$ cat src/rtl/mem_port_arbiter.sv
// mem_port_arbiter: shares one fixed-latency memory port between instruction fetch and data access.
// Define ARB_STARVE_GUARD_EN to add the fetch starvation guard (otherwise data strictly wins).
module mem_port_arbiter #(
  parameter int ADDR_W = 64,
  parameter int DATA_W = 64,
  parameter int MEM_LAT = 2,
  parameter int STARVE_MAX = 4
) (
  input  logic              clk,
  input  logic              reset,
  input  logic              if_req,
  input  logic [ADDR_W-1:0] if_addr,
  output logic [31:0]       if_rdata,
  output logic              if_valid,
  input  logic              d_req,
  input  logic              d_we,
  input  logic [ADDR_W-1:0] d_addr,
  input  logic [DATA_W-1:0] d_wdata,
  output logic [DATA_W-1:0] d_rdata,
  output logic              d_valid,
  output logic              mem_en,
  output logic              mem_we,
  output logic [ADDR_W-1:0] mem_addr,
  output logic [DATA_W-1:0] mem_wdata,
  input  logic [DATA_W-1:0] mem_rdata,
  output logic              stall_if,
  output logic              stall_mem,
  output logic              busy
);
  typedef enum logic [1:0] {IDLE, ISSUE, WAIT, DONE} state_t;
  localparam int LW = $clog2(MEM_LAT + 1);
  state_t state, state_nx;
  logic [LW-1:0] lat;
  logic own_d;
  logic grant_d;
  logic arb;
  assign arb = (state == IDLE) & (if_req | d_req);
`ifdef ARB_STARVE_GUARD_EN
  localparam int SW = $clog2(STARVE_MAX + 1);
  logic [SW-1:0] starve;
  // Fetch overrides data only once it has watched STARVE_MAX data grants in a row.
  assign grant_d = d_req & ~(if_req & (starve == SW'(STARVE_MAX)));
  always_ff @(posedge clk or negedge reset)
    if (!reset) starve <= '0;
    else if (state == IDLE)
      starve <= !if_req ? '0 : !grant_d ? '0 : (starve == SW'(STARVE_MAX)) ? starve : starve + 1'b1;
`else
  assign grant_d = d_req;
`endif
  always_ff @(posedge clk or negedge reset)
    if (!reset) state <= IDLE;
    else state <= state_nx;
  always_comb begin
    state_nx = state;
    state_nx = state == IDLE  ? (arb ? ISSUE : IDLE) :
               state == ISSUE ? WAIT :
               state == WAIT  ? (lat == LW'(1) ? DONE : WAIT) : IDLE;
  end
  always_ff @(posedge clk or negedge reset)
    if (!reset) begin
      lat       <= '0;
      own_d     <= 1'b0;
      mem_we    <= 1'b0;
      mem_addr  <= '0;
      mem_wdata <= '0;
      if_rdata  <= '0;
      d_rdata   <= '0;
    end else begin
      if (arb) begin
        own_d    <= grant_d;
        mem_addr <= grant_d ? d_addr : if_addr;
        mem_we   <= grant_d & d_we;
        if (grant_d) mem_wdata <= d_wdata;
      end
      if (state == ISSUE) lat <= LW'(MEM_LAT);
      else if (state == WAIT) lat <= lat - 1'b1;
      if (state == WAIT && lat == LW'(1)) begin
        if (!own_d) if_rdata <= mem_rdata[31:0];
        else if (!mem_we) d_rdata <= mem_rdata;
      end
    end
  assign mem_en    = state == ISSUE;
  assign busy      = state != IDLE;
  assign if_valid  = (state == DONE) & ~own_d;
  assign d_valid   = (state == DONE) & own_d;
  assign stall_if  = if_req & ~if_valid;
  assign stall_mem = d_req & ~d_valid;
endmodule

$ cat config.mk
export PLATFORM = sky130hd
export DESIGN_NAME = mem_port_arbiter
export DESIGN_NICKNAME = d
export VERILOG_FILES = /design/src/rtl/mem_port_arbiter.sv
export SDC_FILE = /design/constraint.sdc
export NUM_CORES = 1
export LEC_CHECK = 0
export BUFFER_PORTS_ARGS = -buffer_cell sky130_fd_sc_hd__buf_2
export CORE_AREA = 2 2 191 193
export DETAILED_ROUTE_END_ITERATION = 7
export DIE_AREA = 0 0 193 195
export GPL_TIMING_DRIVEN = 0
export PLACE_DENSITY = 0.55
export SYNTH_ARGS = -nofsm -noshare
export SYNTH_HDL_FRONTEND = slang
export SYNTH_SLANG_ARGS = --single-unit
$ cat constraint.sdc
create_clock -name clk -period 1.9 [get_ports clk]
set_input_delay 0 -clock clk [delete_from_list [all_inputs] [get_ports clk]]
set_output_delay 0 -clock clk [all_outputs]
set_load 0.01 [all_outputs]
## After elaboration in Yosys (flattened, before gate mapping)

Cells that the tools add are included.

- Register bits: 230
- Output and inout port bits: 231

- Muxes and demuxes: 8
- Reduce and logical (&&, ||, !) cells: 7
- Equal/unequal tests: 4
- Bitwise logic cells: 11
- Add/sub/neg operators: 1

Operator list:

| cell | count |
|---|---|
| $mux 64 | 1 |
| $mux 2 | 5 |
| $and 1x1->1 | 6 |
| $eq 2x1->1 const B | 2 |
| $eq 2x2->1 const B | 2 |
| $not 1->1 | 4 |
| $reduce_and 2->1 | 2 |
| $reduce_bool 2->1 | 2 |
| $reduce_and 3->1 | 1 |
| $logic_not 2->1 | 1 |
| $mux 1 | 2 |
| $sub 2x1->2 const B | 1 |
| $logic_and 1x1->1 | 1 |
| $or 1x1->1 | 1 |

## Depth between registers and ports, before layout

- Depth after elaboration: 5
- Gate-level depth with buffers: 8
- Depth with buffers taken out: 5

## Worst setup path before layout

OpenSTA, ideal clock, no wires.

- Path type: register -> register
- Start: reg state[0]
- End: reg d_rdata[0]
- Clock period less this slack: 1.710 ns
- Cell stages (with the launch flop): 8
- Setup slack: 0.190 ns
- Buffers on the path: 2
- Arrival: 1.585 ns
- Cells stage by stage: dfrtp_1 inv_1 ha_1 nand2_1 or3_4 buf_12 buf_12 mux2_4

- Word-level cells in the longest chain between the ends: 3

Ends and longest elaborated chain:

| what | RTL line | RTL |
|---|---|---|
| start, declared | 32 | `state_t state, state_nx;` |
| start signal, assigned | 52 | `else state <= state_nx;` |
| $eq 2x2->1 | 77 | `if (state == WAIT && lat == LW'(1)) begin` |
| $logic_and 1x1->1 | 77 |  |
| $reduce_and 3->1 (no line) | - |  |
| end signal, assigned | 79 | `else if (!mem_we) d_rdata <= mem_rdata;` |
| end, declared | 19 | `output logic [DATA_W-1:0] d_rdata,` |

No other way between the ends.
A chain may end at the register's enable or synchronous reset.

## Final worst setup path

- Start: reg state[0]
- End: reg mem_wdata[20]

- Word-level cells in the longest chain between the ends: 3

Ends and longest elaborated chain:

| what | RTL line | RTL |
|---|---|---|
| $logic_not 2->1 | 37 | `assign arb = (state == IDLE) & (if_req \| d_req);` |
| $and 1x1->1 | 37 |  |
| $reduce_and 2->1 (no line) | - |  |
| end signal, assigned | 73 | `if (grant_d) mem_wdata <= d_wdata;` |
| end, declared | 24 | `output logic [DATA_W-1:0] mem_wdata,` |

No other way between the ends.

==> run metrics <==
setup bufs post-CTS 0; H-tree depth 1; biggest area consumer among synthesized cells dfrtp_1; most frequent cell after synthesis dfrtp_1; CP required 2310 ps; Routed WL 35,900 um; grt ovf 0; share of cells above drive strength 1 50.2%; I/O pins 492; P_leak 7.74 nW; largest net degree at the start of global routing 114; CP max stage cell dfrtp_1; CP max FO 10; Wirelength per Cell 18.6 um; max-slew violation count 0; DR vias/cell 4.60; Synth cell types 25; worst path arrival time 2250 ps; Yosys reg bits 230; fin area 16,200 sq um; Layout area overhead 69.8%; Yosys Warn Count 0; clock-pin slew on the worst setup and hold paths 60 ps; Fmax achieved 0.542 GHz; die area 37,600 sq um; Pre-antenna DRT Iters 4; worst hold slack 3.41 ps; final setup violation count 0; HPWL after DPL 24,700 um; fin crit share 97.1%; Final Net Count 1,714; Async S/R FF share, synth 100%; min-delay worst type in -> reg; core area 35,400 sq um; Post-DP Area 12,600 sq um; max-cap violations 0; post-layout minimum cycle time 1850 ps; vias in the first global route 9,421; maximum vdd drop 0.000883 V; Slew HR 55.2%; pre-CTS setup slack -589 ps; # port buffers 491; PwrDens 1530 nW/um^2; Post-Syn Area 9520 sq um; Synthesized Nets 931; ys flop type dfrtp_1; Root Buffer Master clkbuf_16; clk sinks 230; Synth top area share 60.5%; crit path cell chain inv_1, ha_1, buf_6, nand2_2, buf_6, buf_4, mux2_2; cts bufs inserted 27; register area share after synthesis 60.5%; CP startpoint kind flip-flop; # rows 69; Setup CP Type reg -> reg; RSZ-0062 raised after global routing true; final setup margin 54.5 ps; Longest Clk Path Bufs 3; cell mode on critical path buf_6; Initial Utilization 26.9%; Layout Skew 17.0 ps; TritonCTS clock tree built; placed cells 1,619; initial antenna violation count 3; Die W 193 um; Setup crit end kind flip-flop; Avg Cell Area, Syn 14.3 sq um; via count 8,876; clock latency at the later pin of the worst-skew pair 540 ps; Routed Antenna Nets 0; Die Y-Extent 195 um; Commonest cells post-synth dfrtp_1 (230), mux2_2 (101), nor2_1 (65); gp weighted congestion 0.816; status finished clean; first-pass GRT wire length 53,300 um; overall global routing resource usage 18.1%; Final Instance Count excl. Fillers 1,930; final hold viol count 0; post-synthesis instance total 665; CP peak stage delay 370 ps; Slew @ Worst Pin 672 ps; drt drc 0; Post-synth EDFFs 0; Initial DRC Count 241; Design Power 0.0248 W; Synth area leaders dfrtp_1 (60%), mux2_2 (12%), mux2_4 (9.5%)
## flip-flops by register name, summed over array words and instances, names as in the netlist
name       count
d_rdata       64
if_rdata      32
lat            2
mem_addr      64
mem_wdata     64
mem_we         1
own_d          1
state          2
## cell usage in the layout, fill, tap and decap left out, types with 3 or more instances in the layout
cell and count:
buf_12 7, buf_2 503, buf_4 4, buf_6 3, clkbuf_1 26, clkbuf_16 27
clkbuf_2 5, clkbuf_8 3, clkinv_2 3, clkinvlp_4 3, dfrtp_1 230, dlygate4sd3_1 261
ha_1 5, inv_1 4, mux2_2 101, mux2_4 60, nand2_1 4, nor2_1 65
o22ai_1 64, o32ai_1 62
## through the flow
| stage | utilization [%] | setup TNS [ps] |
|---|---|---|
| global placement | 35.5 | -829990 |
| finish | 45.7 | 0 |
| detailed placement | 35.6 | -40130 |
| floorplan | - | 0 |
| CTS | 45.6 | 0 |
| global route | 45.7 | -1550 |
## critical path: cells and delay by family, from the launching register on
family                   cells  cell delay, ps
buffers and inverters        4             650
flip-flops                   1             370
multiplexers                 1             360
AND/OR/NAND/NOR              1             120
adder cells (fa/ha/maj)      1             240
## metal layers
layer	vias up	track usage [%]	part of all wire [%]
met4	2	6.26	3.0
met1	4318	20.8	39
met5	-	0	0.036
li1	4066	-	-
met3	69	4.12	8.1
met2	421	32.6	50
## path summary, 6_finish.rpt
kind                                          start                        end  slack [ps]  cells after the start
hold / removal                                d_req   mem_addr[61]$_DFFE_PN0P_           3                      4
min in group asynchronous                     reset    d_rdata[22]$_DFFE_PN0P_          80                      3
hold reg to reg            mem_addr[61]$_DFFE_PN0P_   mem_addr[61]$_DFFE_PN0P_         490                      2
max in group asynchronous                     reset   if_rdata[27]$_DFFE_PN0P_         950                      3
setup / recovery                 state[0]$_DFF_PN0_  mem_wdata[20]$_DFFE_PN0P_          50                      7
setup reg to reg                 state[0]$_DFF_PN0_  mem_wdata[20]$_DFFE_PN0P_          50                      7
## cell type report
type	count	area [sq um]
multi-input cells	378	3430
diodes	2	5.00
clock buffers	38	737
plain buffers	52	387
flip-flops and latches	230	5760
clock inverters	10	115
repair buffers	754	5130
well taps	461	577
fillers	3205	19200
inverters	5	18.8
## kinds of logic after synthesis
logic type | Yosys count | synth area share (%)
DFF | 230 | 60.5
buffers and inverters | 57 | 3.62
adders and majority gates | 5 | 0.657
and+or+nand+nor | 80 | 3.47
AOI/OAI and AO/OA | 132 | 10.3
muxes | 161 | 21.4
## timing repair
action | CTS | global route
pin swaps | 0 | 0
setup endpoints to repair | 114 | 92
gates cloned | 0 | 0
hold endpoints to repair | 455 | 0
gates resized for setup | 29 | 13
hold buffers | 261 | 0
## power breakdown
part / switching, W / leakage, nW / internal (W) / total (W)
registers: 0.00154 / 2.68 / 0.00746 / 0.00900
logic: 0.00525 / 4.65 / 0.00544 / 0.0107
clock network: 0.00208 / 0.407 / 0.00298 / 0.00506
Power figures use the tool's default switching activity.
